[config.mk]
export PLATFORM = sky130hd
export DESIGN_NAME = iphu_mlane
export DESIGN_NICKNAME = d
export VERILOG_FILES = /design/src/rtl/iphu_pkg.sv /design/src/rtl/iphu_lane.sv /design/src/rtl/iphu_mlane.sv
export SDC_FILE = /design/constraint.sdc
export NUM_CORES = 1
export LEC_CHECK = 0
export CAP_MARGIN = 20
export CORE_ASPECT_RATIO = 1.75
export CORE_UTILIZATION = 38
export DETAILED_ROUTE_END_ITERATION = 12
export GPL_ROUTABILITY_DRIVEN = 0
export SLEW_MARGIN = 30
export SYNTH_ARGS = -nofsm -noshare
export SYNTH_HDL_FRONTEND = slang
export SYNTH_HIERARCHICAL = 1
export SYNTH_SLANG_ARGS = --single-unit
[constraint.sdc]
create_clock -name clk -period 4.1 [get_ports clk]
set_input_delay 0.41 -clock clk [delete_from_list [all_inputs] [get_ports clk]]
set_output_delay 0.41 -clock clk [all_outputs]
set_load 0.01 [all_outputs]
[src/rtl/iphu_pkg.sv]
// iphu_pkg: shared types and constants for the multi-lane inport protocol
// handler (iphu_mlane / iphu_lane).
package iphu_pkg;

  typedef enum logic [1:0] {
    IDLE = 2'd0,
    HALF = 2'd1,
    PEND = 2'd2,
    ERR  = 2'd3
  } lane_state_e;

  // Idle levels of the two-phase pair: p rests high, n rests low.
  localparam logic P_REF_RST = 1'b1;
  localparam logic N_REF_RST = 1'b0;

  localparam int LANES_DEF       = 4;
  localparam int SYNC_STAGES_DEF = 2;
  localparam int SKEW_CYCLES_DEF = 3;
  localparam int CNT_W_DEF       = 16;

  // Width of the skew counter: it only has to hold 0 .. SKEW_CYCLES-1.
  function automatic int skew_cnt_w(input int skew_cycles);
    return (skew_cycles > 2) ? $clog2(skew_cycles) : 1;
  endfunction

endpackage

[src/rtl/iphu_lane.sv]
// iphu_lane: one two-phase differential lane. Synchronises p/n, tolerates
// bounded skew between them, filters single-wire glitches, presents a
// pipe_en/pipe_ready handshake and returns a two-phase ack toggle.
// Optional per-lane event/error counters when IPHU_EVENT_CNT_EN is defined.
//
// state | meaning
// IDLE  | both wires match their references, waiting for a transition
// HALF  | exactly one wire has toggled, counting skew cycles
// PEND  | both wires toggled, event offered downstream (pipe_en=1)
// ERR   | skew limit exceeded, sticky error until clear_err
module iphu_lane
  import iphu_pkg::*;
#(
  parameter int SYNC_STAGES = SYNC_STAGES_DEF,
  parameter int SKEW_CYCLES = SKEW_CYCLES_DEF,
  parameter int CNT_W       = CNT_W_DEF
) (
  input  logic             clk,
  input  logic             reset,
  input  logic             p,
  input  logic             n,
  input  logic             pipe_ready,
  input  logic             clear_err,
  output logic             pipe_en,
  output logic             ack_toggle,
  output logic             error
`ifdef IPHU_EVENT_CNT_EN
  ,
  output logic [CNT_W-1:0] event_count,
  output logic [CNT_W-1:0] error_count
`endif
);

  localparam int SKW_W = skew_cnt_w(SKEW_CYCLES);
  localparam logic [SKW_W-1:0] SKEW_LAST = SKW_W'(SKEW_CYCLES - 1);

  logic [SYNC_STAGES-1:0] p_sync;
  logic [SYNC_STAGES-1:0] n_sync;
  logic                   p_s;
  logic                   n_s;
  logic                   p_ref;
  logic                   n_ref;
  logic                   dp;
  logic                   dn;
  logic [SKW_W-1:0]       skew_cnt;
  lane_state_e            state;
  logic                   hs_done;
  logic                   err_enter;

  // Synchronisers; reset values match the idle wire levels so release is quiet.
  always_ff @(posedge clk or posedge reset) begin
    if (reset) begin
      p_sync <= {SYNC_STAGES{P_REF_RST}};
      n_sync <= {SYNC_STAGES{N_REF_RST}};
    end else begin
      p_sync <= {p_sync[SYNC_STAGES-2:0], p};
      n_sync <= {n_sync[SYNC_STAGES-2:0], n};
    end
  end

  assign p_s = p_sync[SYNC_STAGES-1];
  assign n_s = n_sync[SYNC_STAGES-1];
  assign dp  = p_s ^ p_ref;
  assign dn  = n_s ^ n_ref;

  // In HALF exactly one of dp/dn is set whenever the state is neither resolved
  // nor abandoned, so the counter limit alone decides the error.
  assign hs_done   = (state == PEND) && pipe_ready;
  assign err_enter = (state == HALF) && (dp ^ dn) && (skew_cnt == SKEW_LAST);

  // Lane FSM with registered pipe_en / ack_toggle / error.
  always_ff @(posedge clk or posedge reset) begin
    if (reset) begin
      state      <= IDLE;
      p_ref      <= P_REF_RST;
      n_ref      <= N_REF_RST;
      skew_cnt   <= '0;
      pipe_en    <= 1'b0;
      ack_toggle <= 1'b0;
      error      <= 1'b0;
    end else begin
      case (state)
        IDLE: begin
          if (dp && dn) begin
            state   <= PEND;
            pipe_en <= 1'b1;
          end else if (dp ^ dn) begin
            state    <= HALF;
            skew_cnt <= '0;
          end
        end
        HALF: begin
          if (dp && dn) begin
            state   <= PEND;
            pipe_en <= 1'b1;
          end else if (!dp && !dn) begin
            state <= IDLE;
          end else if (err_enter) begin
            state <= ERR;
            error <= 1'b1;
          end else begin
            skew_cnt <= skew_cnt + 1'b1;
          end
        end
        PEND: begin
          // Wires are not examined here; a change during PEND is seen
          // against the inverted references once back in IDLE.
          if (hs_done) begin
            state      <= IDLE;
            pipe_en    <= 1'b0;
            p_ref      <= ~p_ref;
            n_ref      <= ~n_ref;
            ack_toggle <= ~ack_toggle;
          end
        end
        ERR: begin
          if (clear_err) begin
            p_ref <= p_s;
            n_ref <= n_s;
            // Equal wires cannot be a valid idle pair, so stay errored.
            if (p_s != n_s) begin
              state <= IDLE;
              error <= 1'b0;
            end
          end
        end
        default: begin
          state   <= IDLE;
          pipe_en <= 1'b0;
        end
      endcase
    end
  end

`ifdef IPHU_EVENT_CNT_EN
  // Saturating handshake and error-entry counters; clear_err leaves them alone.
  always_ff @(posedge clk or posedge reset) begin
    if (reset) begin
      event_count <= '0;
      error_count <= '0;
    end else begin
      if (hs_done && (event_count != {CNT_W{1'b1}}))
        event_count <= event_count + 1'b1;
      if (err_enter && (error_count != {CNT_W{1'b1}}))
        error_count <= error_count + 1'b1;
    end
  end
`endif

endmodule

[src/rtl/iphu_mlane.sv]
// iphu_mlane: multi-lane inport protocol handler. LANES independent
// two-phase differential lanes, each an iphu_lane instance.
// Define IPHU_EVENT_CNT_EN to add the event_count / error_count outputs.
module iphu_mlane
  import iphu_pkg::*;
#(
  parameter int LANES       = LANES_DEF,
  parameter int SYNC_STAGES = SYNC_STAGES_DEF,
  parameter int SKEW_CYCLES = SKEW_CYCLES_DEF,
  parameter int CNT_W       = CNT_W_DEF
) (
  input  logic                   clk,
  input  logic                   reset,
  input  logic [LANES-1:0]       diff_pair_p,
  input  logic [LANES-1:0]       diff_pair_n,
  input  logic [LANES-1:0]       pipe_ready,
  input  logic [LANES-1:0]       clear_err,
  output logic [LANES-1:0]       pipe_en,
  output logic [LANES-1:0]       ack_toggle,
  output logic [LANES-1:0]       error
`ifdef IPHU_EVENT_CNT_EN
  ,
  output logic [LANES*CNT_W-1:0] event_count,
  output logic [LANES*CNT_W-1:0] error_count
`endif
);

  // One independent lane per differential pair.
  for (genvar g = 0; g < LANES; g++) begin : g_lane
    iphu_lane #(
      .SYNC_STAGES (SYNC_STAGES),
      .SKEW_CYCLES (SKEW_CYCLES),
      .CNT_W       (CNT_W)
    ) u_lane (
      .clk         (clk),
      .reset       (reset),
      .p           (diff_pair_p[g]),
      .n           (diff_pair_n[g]),
      .pipe_ready  (pipe_ready[g]),
      .clear_err   (clear_err[g]),
      .pipe_en     (pipe_en[g]),
      .ack_toggle  (ack_toggle[g]),
      .error       (error[g])
`ifdef IPHU_EVENT_CNT_EN
      ,
      .event_count (event_count[g*CNT_W +: CNT_W]),
      .error_count (error_count[g*CNT_W +: CNT_W])
`endif
    );
  end

endmodule

==> impl_metrics.ini <==
[status]
outcome = complete, no violations

[setup_path]
end_kind = register
crit_required_ps = 4250
slowest_delay_ps = 570
critPathKind = register to register
r2r-start = g_lane[3].u_lane/p_ref
crit_arrival_ps = 1920
path_delay_family = flip-flops
crit_chain = xnor2_1 -> inv_1 -> ha_1 -> nor3b_2 -> a211oi_1 -> a31oi_1
startpoint_type = register
path_max_fanout = 7
cpMaxStageDelayCell = dfstp_2
cp.buffers_inverters = 1
crit_path_start = g_lane[3].u_lane/p_ref

[drt]
vias = 2170
routedWlPerCell_um = 14.1
dr.pass1.iters = 4
drt-total-wl_um = 5560
drtIter0Drc = 200
drcViolationCount = 0
postRouteAntennaNets = 0
via_per_inst = 5.49

[clock_network]
cts_inserted_buffers = 5
cts_max_path_buffers = 2
cts.clk_slew.worst_paths_ps = 70
cts-htree-levels = 2
hold_buffers = 0
cts_root_buffer = clkbuf_16
cts_tree = yes
cts-resized-gates = 0
post_cts_buffers = 0
clk_latency_ps = 300
clock_sinks = 52

[logic_synthesis]
synth_area_sq_mm = 0.00291
yosysMostFrequentCell = dfrtp_1
netlist_top_cells_count = dfrtp_1 (40), inv_1 (28), nor2_1 (25)
ys_top_cells_by_area = dfrtp_1 (34%), dfstp_2 (11%), ha_1 (6.9%)
ys_warn_count = 6
synth-edff-count = 0
ys_ff_latch = 52
ys.flop_type = dfrtp_1
synth_area_per_cell_sq_um = 10.1
yosysSeqAreaShare = 0.452
synthDistinctLibCells = 30
synth_top_area_cell = dfrtp_1
syn-num-nets = 322
synthCells = 288
synthArstFlopShare = 1.00
synth_top_area_frac = 0.344

[power_and_ir_drop]
power_density_mw_per_mm2 = 775
p_sw_w = 0.00108
p_leak_nw = 1.38
combPwrFrac = 0.431
intPower_w = 0.00148
power.share.clock = 0.170
irDropWorstVdd_mv = 0.267
pwr-share-seq = 0.399
swShare = 0.422
p_total_w = 0.00256

[die]
die_h_um = 118
coreArea_sq_mm = 0.00734
chipWidth_um = 68.2
dieArea_sq_mm = 0.00803
initial_core_util = 0.397
row_count = 41
ioPinCount = 30

[sta]
worst_pin_slew_ps = 582
fin_skew_ps = 5.19
min_period_ps = 1770
finalHoldViolations = 0
slew_headroom = 0.612
slew_violations = 0
fin_crit_sh = 0.431
fmax_mhz = 566
tns_ps = 0
finalSetupViolCount = 0
rsz0062_at_grt = false

[layout]
nFillCells = 692
fin_util = 0.451
drive_gt1_frac = 0.0971
n_antenna_cell = 0
design_area_sq_mm = 0.00331
area_growth_pct = 13.5
final_net_count = 342

[flow_run]
max_cap_violations = 0

[placed_design]
io_buffers = 29
dpl_cell_area_sq_mm = 0.00315
dpl.hpwl_um = 3950

[global_route]
grt_pass1_wl_um = 9360
antenna_found_initial = 0
grt_use_total = 0.152
grt_max_degree = 19
grt_pass1_vias = 2144
overflow = 0

[hold_path]
min-delay-start = g_lane[0].u_lane/n_sync[0]
hold_path.class = register to register
-- flip-flops by register name (all words and copies together), names as in the netlist --
register / flops
g_lane.u_lane/ack_toggle: 4
g_lane.u_lane/error: 4
g_lane.u_lane/n_ref: 4
g_lane.u_lane/n_sync: 8
g_lane.u_lane/p_ref: 4
g_lane.u_lane/p_sync: 8
g_lane.u_lane/pipe_en: 4
g_lane.u_lane/skew_cnt: 8
g_lane.u_lane/state: 8
-- routing by layer --
metal / share of wire / GRT usage
met5: 0 / 0
met3: 0.033 / 0.0262
met1: 0.42 / 0.176
met4: 0.022 / 0.0885
met2: 0.52 / 0.252
-- cell usage in the layout, fill, tap and decap left out, types with 3 or more instances in the layout --
cell / Yosys / routed
a211oi_1: 19 / 19
a21oi_1: 8 / 8
a31oi_1: 4 / 4
clkbuf_16: 0 / 5
clkdlybuf4s50_1: 0 / 29
dfrtp_1: 40 / 40
dfstp_2: 12 / 12
ha_1: 16 / 16
inv_1: 28 / 28
nand2_1: 20 / 20
nand3_1: 4 / 4
nand3b_1: 4 / 4
nand4_1: 8 / 8
nand4b_1: 4 / 4
nor2_1: 25 / 25
nor2b_1: 8 / 8
nor3_1: 4 / 4
nor3b_2: 3 / 3
o211ai_1: 8 / 8
o21ai_0: 16 / 16
o221ai_1: 4 / 4
o22ai_1: 8 / 8
o31ai_1: 5 / 5
o31ai_2: 3 / 3
o41ai_2: 4 / 4
xnor2_1: 12 / 12
xor2_1: 4 / 4
-- worst register-to-register path, delay by kind of cell, from the launching register on --
family	cells	cell delay (ps)
adders and majority gates	1	290
AOI/OAI and AO/OA	2	330
DFF	1	570
and+or+nand+nor	1	190
buffers and inverters	1	80
xor gates and xnor gates	1	180
-- power by group through the flow --
| stage | combinational (W) | clock, W | sequential [W] |
|---|---|---|---|
| 5_1_grt | 0.00126 | 0.000471 | 0.00107 |
| 2_1_floorplan | 0.00109 | 0 | 0.000856 |
| 6_report | 0.00110 | 0.000435 | 0.00102 |
| 3_3_place_gp | 0.00109 | 0 | 0.00102 |
| 3_5_place_dp | 0.00111 | 0 | 0.00103 |
| 4_1_cts | 0.00112 | 0.000454 | 0.00102 |
-- layout make-up --
cell class,count,area [sq um],share of cell area
Clock buffer,5,125,0.0379
Clock inverter,3,27.5,0.00833
Inverter,28,105,0.0318
Multi-Input combinational cell,192,1330,0.403
Sequential cell,52,1320,0.398
Tap cell,86,108,0.0326
Timing Repair Buffer,29,290,0.0878
-- metrics by stage --
step,cells,setup slack [ps],hold slack (ps)
CTS,395,2330,353
global placement,387,2380,333
floorplan,288,2520,285
global route,395,2180,355
finish,395,2330,350
detailed placement,387,2340,336
-- kinds of logic after synthesis --
logic type | share of synthesized area
adders and majority gates | 0.0687
xor gates and xnor gates | 0.0481
AOI/OAI and AO/OA | 0.200
DFF | 0.452
buffers and inverters | 0.0902
and+or+nand+nor | 0.141
-- worst paths after layout --
| kind | end | slack [ps] | cells past startpoint |
|---|---|---|---|
| worst max register to register | g_lane[3].u_lane/state[1] | 2330 | 6 |
| worst min register to register | g_lane[0].u_lane/n_sync[1] | 350 | 0 |
| worst max-delay path | g_lane[3].u_lane/state[1] | 2330 | 6 |
| min in group asynchronous | g_lane[2].u_lane/skew_cnt[1] | 550 | 2 |
| max in group asynchronous | g_lane[0].u_lane/p_sync[0] | 3180 | 2 |
| worst min-delay path | g_lane[0].u_lane/n_sync[1] | 350 | 0 |
No activity file was read; power rests on OpenSTA's default activity.
